[src/rtl/mem_port_arbiter.sv]
// mem_port_arbiter: fetch/data arbiter onto one memory port; ports: if_* fetch side, d_* data side, mem_* memory side, busy/err status
module mem_port_arbiter #(
  parameter int AW = 10,
  parameter int DW = 32,
  parameter int STARVE_MAX = 4,
  parameter int TIMEOUT = 15
) (
  input  logic          clk,
  input  logic          rst_n,
  input  logic          if_req,
  input  logic [AW-1:0] if_addr,
  input  logic          if_flush,
  input  logic          d_req,
  input  logic          d_we,
  input  logic [AW-1:0] d_addr,
  input  logic [DW-1:0] d_wdata,
  input  logic [DW-1:0] mem_rdata,
  input  logic          mem_ready,
  output logic          if_gnt,
  output logic          d_gnt,
  output logic          if_rvalid,
  output logic          d_rvalid,
  output logic [DW-1:0] if_rdata,
  output logic [DW-1:0] d_rdata,
  output logic          mem_en,
  output logic          mem_we,
  output logic [AW-1:0] mem_addr,
  output logic [DW-1:0] mem_wdata,
  output logic          busy,
  output logic          err
);
  localparam int SW = $clog2(STARVE_MAX + 1);
  localparam int TW = $clog2(TIMEOUT + 1);
  typedef enum logic {IDLE, BUSY} state_t;
  state_t state;
  logic own_f, rdy, flushed;
  logic [SW-1:0] starve_cnt;
  logic [TW-1:0] tmo_cnt;
  logic pick_f, kill, tmo;
  assign pick_f = if_req && (!d_req || starve_cnt == SW'(STARVE_MAX));
  assign kill = own_f && (flushed || if_flush);
  assign tmo = tmo_cnt == TW'(TIMEOUT - 1);
  // rdy gives one dead IDLE cycle after reset release and after every transaction
  always_ff @(posedge clk or negedge rst_n) begin
    if (!rst_n) begin
      state <= IDLE;
      own_f <= 1'b0;
      rdy <= 1'b0;
      flushed <= 1'b0;
      starve_cnt <= '0;
      tmo_cnt <= '0;
      if_gnt <= 1'b0;
      d_gnt <= 1'b0;
      if_rvalid <= 1'b0;
      d_rvalid <= 1'b0;
      if_rdata <= '0;
      d_rdata <= '0;
      mem_en <= 1'b0;
      mem_we <= 1'b0;
      mem_addr <= '0;
      mem_wdata <= '0;
      busy <= 1'b0;
      err <= 1'b0;
    end else begin
      if_gnt <= 1'b0;
      d_gnt <= 1'b0;
      if_rvalid <= 1'b0;
      d_rvalid <= 1'b0;
      if (state == IDLE) begin
        if (!rdy) rdy <= 1'b1;
        else if (if_req || d_req) begin
          state <= BUSY;
          busy <= 1'b1;
          mem_en <= 1'b1;
          own_f <= pick_f;
          mem_we <= !pick_f && d_we;
          mem_addr <= pick_f ? if_addr : d_addr;
          mem_wdata <= pick_f ? '0 : d_wdata;
          if_gnt <= pick_f;
          d_gnt <= !pick_f;
          tmo_cnt <= '0;
          flushed <= 1'b0;
          starve_cnt <= pick_f ? '0 : (if_req && starve_cnt != SW'(STARVE_MAX)) ? starve_cnt + 1'b1 : starve_cnt;
        end
      end else if (mem_ready || tmo) begin
        state <= IDLE;
        busy <= 1'b0;
        mem_en <= 1'b0;
        rdy <= 1'b0;
        if (!mem_ready) err <= 1'b1;
        if (own_f) begin
          if (!kill) begin
            if_rvalid <= 1'b1;
            if_rdata <= mem_ready ? mem_rdata : '0;
          end
        end else begin
          d_rvalid <= 1'b1;
          if (!mem_we || !mem_ready) d_rdata <= mem_ready ? mem_rdata : '0;
        end
      end else begin
        tmo_cnt <= tmo_cnt + 1'b1;
        if (own_f && if_flush) flushed <= 1'b1;
      end
    end
  end
endmodule

[config.mk]
export PLATFORM = sky130hd
export DESIGN_NAME = mem_port_arbiter
export DESIGN_NICKNAME = d
export VERILOG_FILES = /design/src/rtl/mem_port_arbiter.sv
export SDC_FILE = /design/constraint.sdc
export NUM_CORES = 1
export LEC_CHECK = 0
export BUFFER_PORTS_ARGS = -buffer_cell sky130_fd_sc_hd__buf_4
export CORE_UTILIZATION = 48
export DETAILED_ROUTE_END_ITERATION = 8
export GPL_ROUTABILITY_DRIVEN = 0
export PLACE_DENSITY = 0.8
export SYNTH_ARGS = -nofsm -noshare
export SYNTH_HDL_FRONTEND = slang
export SYNTH_SLANG_ARGS = --single-unit
[constraint.sdc]
create_clock -name clk -period 2.2 [get_ports clk]
set_clock_uncertainty 0.15 [all_clocks]
set_input_delay 0.11 -clock clk [delete_from_list [all_inputs] [get_ports clk]]
set_output_delay 0.11 -clock clk [all_outputs]
set_load 0.01 [all_outputs]
==> impl_table.tex <==
\begin{tabular}{lr}
\hline
Metric & Value \\
\hline
\multicolumn{2}{l}{\textbf{STA}} \\
Slew HR & approximately 73\% \\
Worst-case hold slack & approximately 0.034 ns \\
Share of the clock period used by the worst path & between 90\% and 100\% \\
Count of endpoints failing hold in the final timing report & 0 \\
Fmax & 0.478 GHz \\
RSZ-0062 raised after global routing & no \\
Setup\_tns & 0 ns \\
Transition time at the pin with the least slew margin & 0.404 ns \\
Final number of max-transition violations & 0 \\
Final setup slack of the worst path & 0.107 ns \\
Fin crit period & 2.09 ns \\
Setup violators final & 0 \\
\multicolumn{2}{l}{\textbf{Synth}} \\
Portion of the post-synthesis area used by sequential elements & 62.3\% \\
Total of flip-flops plus latches after synthesis & 124 \\
Most used DFF post-synth & sky130\_fd\_sc\_hd\_\_dfrtp\_1 \\
Share of flip-flops with an asynchronous set or reset & 100\% \\
Dominant cells by area after synthesis & sky130\_fd\_sc\_hd\_\_dfrtp\_1 (62\%), sky130\_fd\_sc\_hd\_\_a22o\_1 (11\%), sky130\_fd\_sc\_hd\_\_mux2i\_1 (7.0\%) \\
Area of the mapped netlist & around 5000 sq um \\
Syn Area/Cell & 12.0 sq um \\
Post-synthesis instance total & 415 \\
Largest area contributor in the netlist & sky130\_fd\_sc\_hd\_\_dfrtp\_1 \\
Synth top area share & just over 60\% \\
EDFF count, synth & 0 \\
Syn nets & just over 500 \\
Yosys warnings & 0 \\
Number of distinct library cells after synthesis & 36 \\
\multicolumn{2}{l}{\textbf{Clock tree}} \\
Number of clock buffers inserted by TritonCTS & 17 \\
Root Buffer & sky130\_fd\_sc\_hd\_\_clkbuf\_8 \\
H-tree depth & 4 \\
Maximum number of buffers from clock root to sink & 2 \\
Num Clock Sinks & 124 \\
\# Post-CTS Setup Buffers & 0 \\
Clk pin slew, worst setup/hold paths & 0.06 ns \\
Source-to-sink clock delay at the later pin of the worst-skew pair & 0.50 ns \\
TritonCTS clock tree & built \\
\multicolumn{2}{l}{\textbf{Placed design}} \\
Count of buffers inserted at the top-level ports & 204 \\
HPWL Detailed & just under 9 mm \\
Placed inst area & approximately 6700 sq um \\
Placed instance count & between 700 and 800 \\
Setup slack after placement & 0.0908 ns \\
\multicolumn{2}{l}{\textbf{Worst setup path}} \\
Cell with the largest stage delay on the worst path & sky130\_fd\_sc\_hd\_\_dlygate4sd3\_1 \\
Flop2flop setup slack & 0.11 ns \\
Required time at the endpoint of the critical path & 2.47 ns \\
Startpoint types & register \\
Delay of the slowest cell on the worst path & 0.57 ns \\
End of the worst register-to-register path & mem\_addr[6] \\
CP Data Arrival Time & 2.36 ns \\
Number of cell instances on the worst register-to-register path & 6 \\
Setup crit end kind & register \\
Class of the most critical setup path & register to register \\
Maximum fanout encountered on the critical timing path & 9 \\
Launch point of the worst reg-to-reg path & starve\_cnt[0] \\
Sequence of cells on the critical path & inv\_1 -> ha\_1 -> a21bo\_2 -> nand3\_1 -> dlygate4sd3\_1 -> a31oi\_1 \\
\multicolumn{2}{l}{\textbf{Outcome}} \\
Outcome & complete, no violations \\
\multicolumn{2}{l}{\textbf{Finish}} \\
Final standard cell count with taps included and fillers excluded & 860 \\
Post-Route Utilization & 83.5\% \\
Synth-to-layout area growth & 66.2\% \\
Number of nets at the end of the flow & 809 \\
Fraction of final layout cells with drive strength greater than 1 & 35.8\% \\
Post-route standard cell area excluding fillers & 8270 sq um \\
Count of inserted antenna diode cells & 0 \\
\multicolumn{2}{l}{\textbf{Hold path}} \\
Worst min-delay path class & input pin to async pin \\
\multicolumn{2}{l}{\textbf{Routing}} \\
Post-detailed-route count of antenna-violating nets & 0 \\
Total wire length & 15.8 mm \\
Routed wire length per instance & 18.4 um \\
Length of the first detailed-routing pass in iterations & 5 \\
Drc violations & 0 \\
Drt via density & 5.42 \\
Via count & between 4000 and 5000 \\
Initial drt markers & 292 \\
\multicolumn{2}{l}{\textbf{Floorplanning}} \\
Core footprint & 9910 sq um \\
DIE HEIGHT & 104 um \\
Floorplan row count & 36 \\
Die Area & 10800 sq um \\
Starting density of the core & 50.2\% \\
Horizontal die dimension & 104 um \\
Number of top-level design ports & 205 \\
\multicolumn{2}{l}{\textbf{Pwr}} \\
Maximum vdd ir drop & 0.000846 V \\
Overall power consumption & 11.5 mW \\
Static leakage & $\sim$4.3 nW \\
Pwr Density & 1390 nW/um\^{}2 \\
\multicolumn{2}{l}{\textbf{Flow run}} \\
Number of violations of the max-capacitance limit & 0 \\
\multicolumn{2}{l}{\textbf{GRT}} \\
Via count of the first global-routing pass & 4870 \\
Antenna violations before repair & 0 \\
Total overflow reported by the global router & 0 \\
Pin count of the biggest net entering global routing & 65 \\
Overall Global Routing Usage & 30.1\% \\
Wire length of the first global-routing pass & 25.1 mm \\
\hline
\end{tabular}
how the worst max path moves through the flow:
stage / start / endpoint / slack [ns] / cells after the start
floorplan: tmo_cnt[0] / if_rdata[0] / 0.31 / 7
global placement: tmo_cnt[0] / if_rdata[10] / 0.20 / 6
detailed placement: tmo_cnt[0] / if_rdata[17] / 0.09 / 6
CTS: tmo_cnt[0] / if_rdata[17] / 0.08 / 6
global route: starve_cnt[0] / mem_addr[6] / 0.02 / 6
finish: starve_cnt[0] / mem_addr[6] / 0.11 / 6
cell usage after synthesis (all sizes together), types with 2 or more instances:
cell / number
nand3: 11
nand2: 44
nor2: 5
a21o: 2
clkbuf: 19
mux2i: 35
a21oi: 9
a31oi: 10
inv: 38
o21ai: 16
buf: 12
nor3b: 2
dfrtp: 124
a32o: 2
nand2b: 3
ha: 4
a22o: 65
nand4: 2
power by group:
part	total, mW	switching, mW	internal (mW)	leakage, nW
registers	4.13	0.770	3.36	1.54
logic	4.40	2.05	2.35	2.50
clock network	2.95	1.01	1.94	0.300
flip-flops by register name, indices dropped and copies added, names as in the netlist:
name and cells:
rdy 1, if_rvalid 1, mem_addr 10, own_f 1
if_rdata 32, d_gnt 1, if_gnt 1, state 1
starve_cnt 3, tmo_cnt 4, mem_wdata 32, d_rvalid 1
busy 1, err 1, d_rdata 32, flushed 1
mem_we 1
worst max-delay path, delay by kind of cell (launching register included):
kind	cells	cell delay, ns
flip-flops	1	0.40
AO/OA/AOI/OAI	2	0.45
adder cells (fa/ha/maj)	1	0.22
buffers and inverters	2	0.66
AND/OR/NAND/NOR	1	0.12
timing repair:
action                                  in CTS  in global routing
resized for setup                            0                  4
endpoints found under the hold margin      241                  0
hold buffers                                93                  0
endpoints found under the setup margin       0                  4
final cells by class:
class	count	area, sq um
clock buffers	20	455
clock inverters	12	185
fillers	523	1640
inverters	38	143
multi-input cells	222	1600
flip-flops and latches	124	3100
well taps	133	166
repair buffers	311	2620
cell usage in the layout (no fill, tap or decap), types with 3 or more instances in the layout:
| cell | count |
|---|---|
| sky130_fd_sc_hd__clkbuf_8 | 4 |
| sky130_fd_sc_hd__a22o_1 | 65 |
| sky130_fd_sc_hd__nand2_1 | 44 |
| sky130_fd_sc_hd__mux2i_1 | 32 |
| sky130_fd_sc_hd__buf_4 | 215 |
| sky130_fd_sc_hd__o21ai_0 | 14 |
| sky130_fd_sc_hd__ha_1 | 4 |
| sky130_fd_sc_hd__inv_1 | 37 |
| sky130_fd_sc_hd__clkinvlp_4 | 4 |
| sky130_fd_sc_hd__dfrtp_1 | 124 |
| sky130_fd_sc_hd__buf_12 | 3 |
| sky130_fd_sc_hd__a21oi_1 | 9 |
| sky130_fd_sc_hd__nor2_1 | 5 |
| sky130_fd_sc_hd__a31oi_1 | 9 |
| sky130_fd_sc_hd__nand2b_1 | 3 |
| sky130_fd_sc_hd__bufinv_16 | 4 |
| sky130_fd_sc_hd__clkbuf_16 | 17 |
| sky130_fd_sc_hd__mux2i_2 | 3 |
| sky130_fd_sc_hd__nand3_1 | 11 |
| sky130_fd_sc_hd__dlygate4sd3_1 | 92 |
cells by family (layout without fill, tap and decap cells):
logic type	after synthesis	in the layout	share of synthesized area, %
adder cells (fa/ha/maj)	4	4	1.01
buffers and inverters	69	381	5.93
multiplexers	36	36	7.26
AND/OR/NAND/NOR	74	74	6.74
AO/OA/AOI/OAI	108	108	16.7
flip-flops	124	124	62.3
routing by layer:
| metal | GRT usage, % | up-vias | part of all wire [%] |
|---|---|---|---|
| met5 | 0 | - | 0 |
| met3 | 6.73 | 38 | 6.2 |
| met2 | 53.4 | 256 | 53 |
| met4 | 12.3 | 0 | 2.5 |
| met1 | 35.0 | 2310 | 39 |
| li1 | - | 2054 | - |
Power figures use the tool's default switching activity.
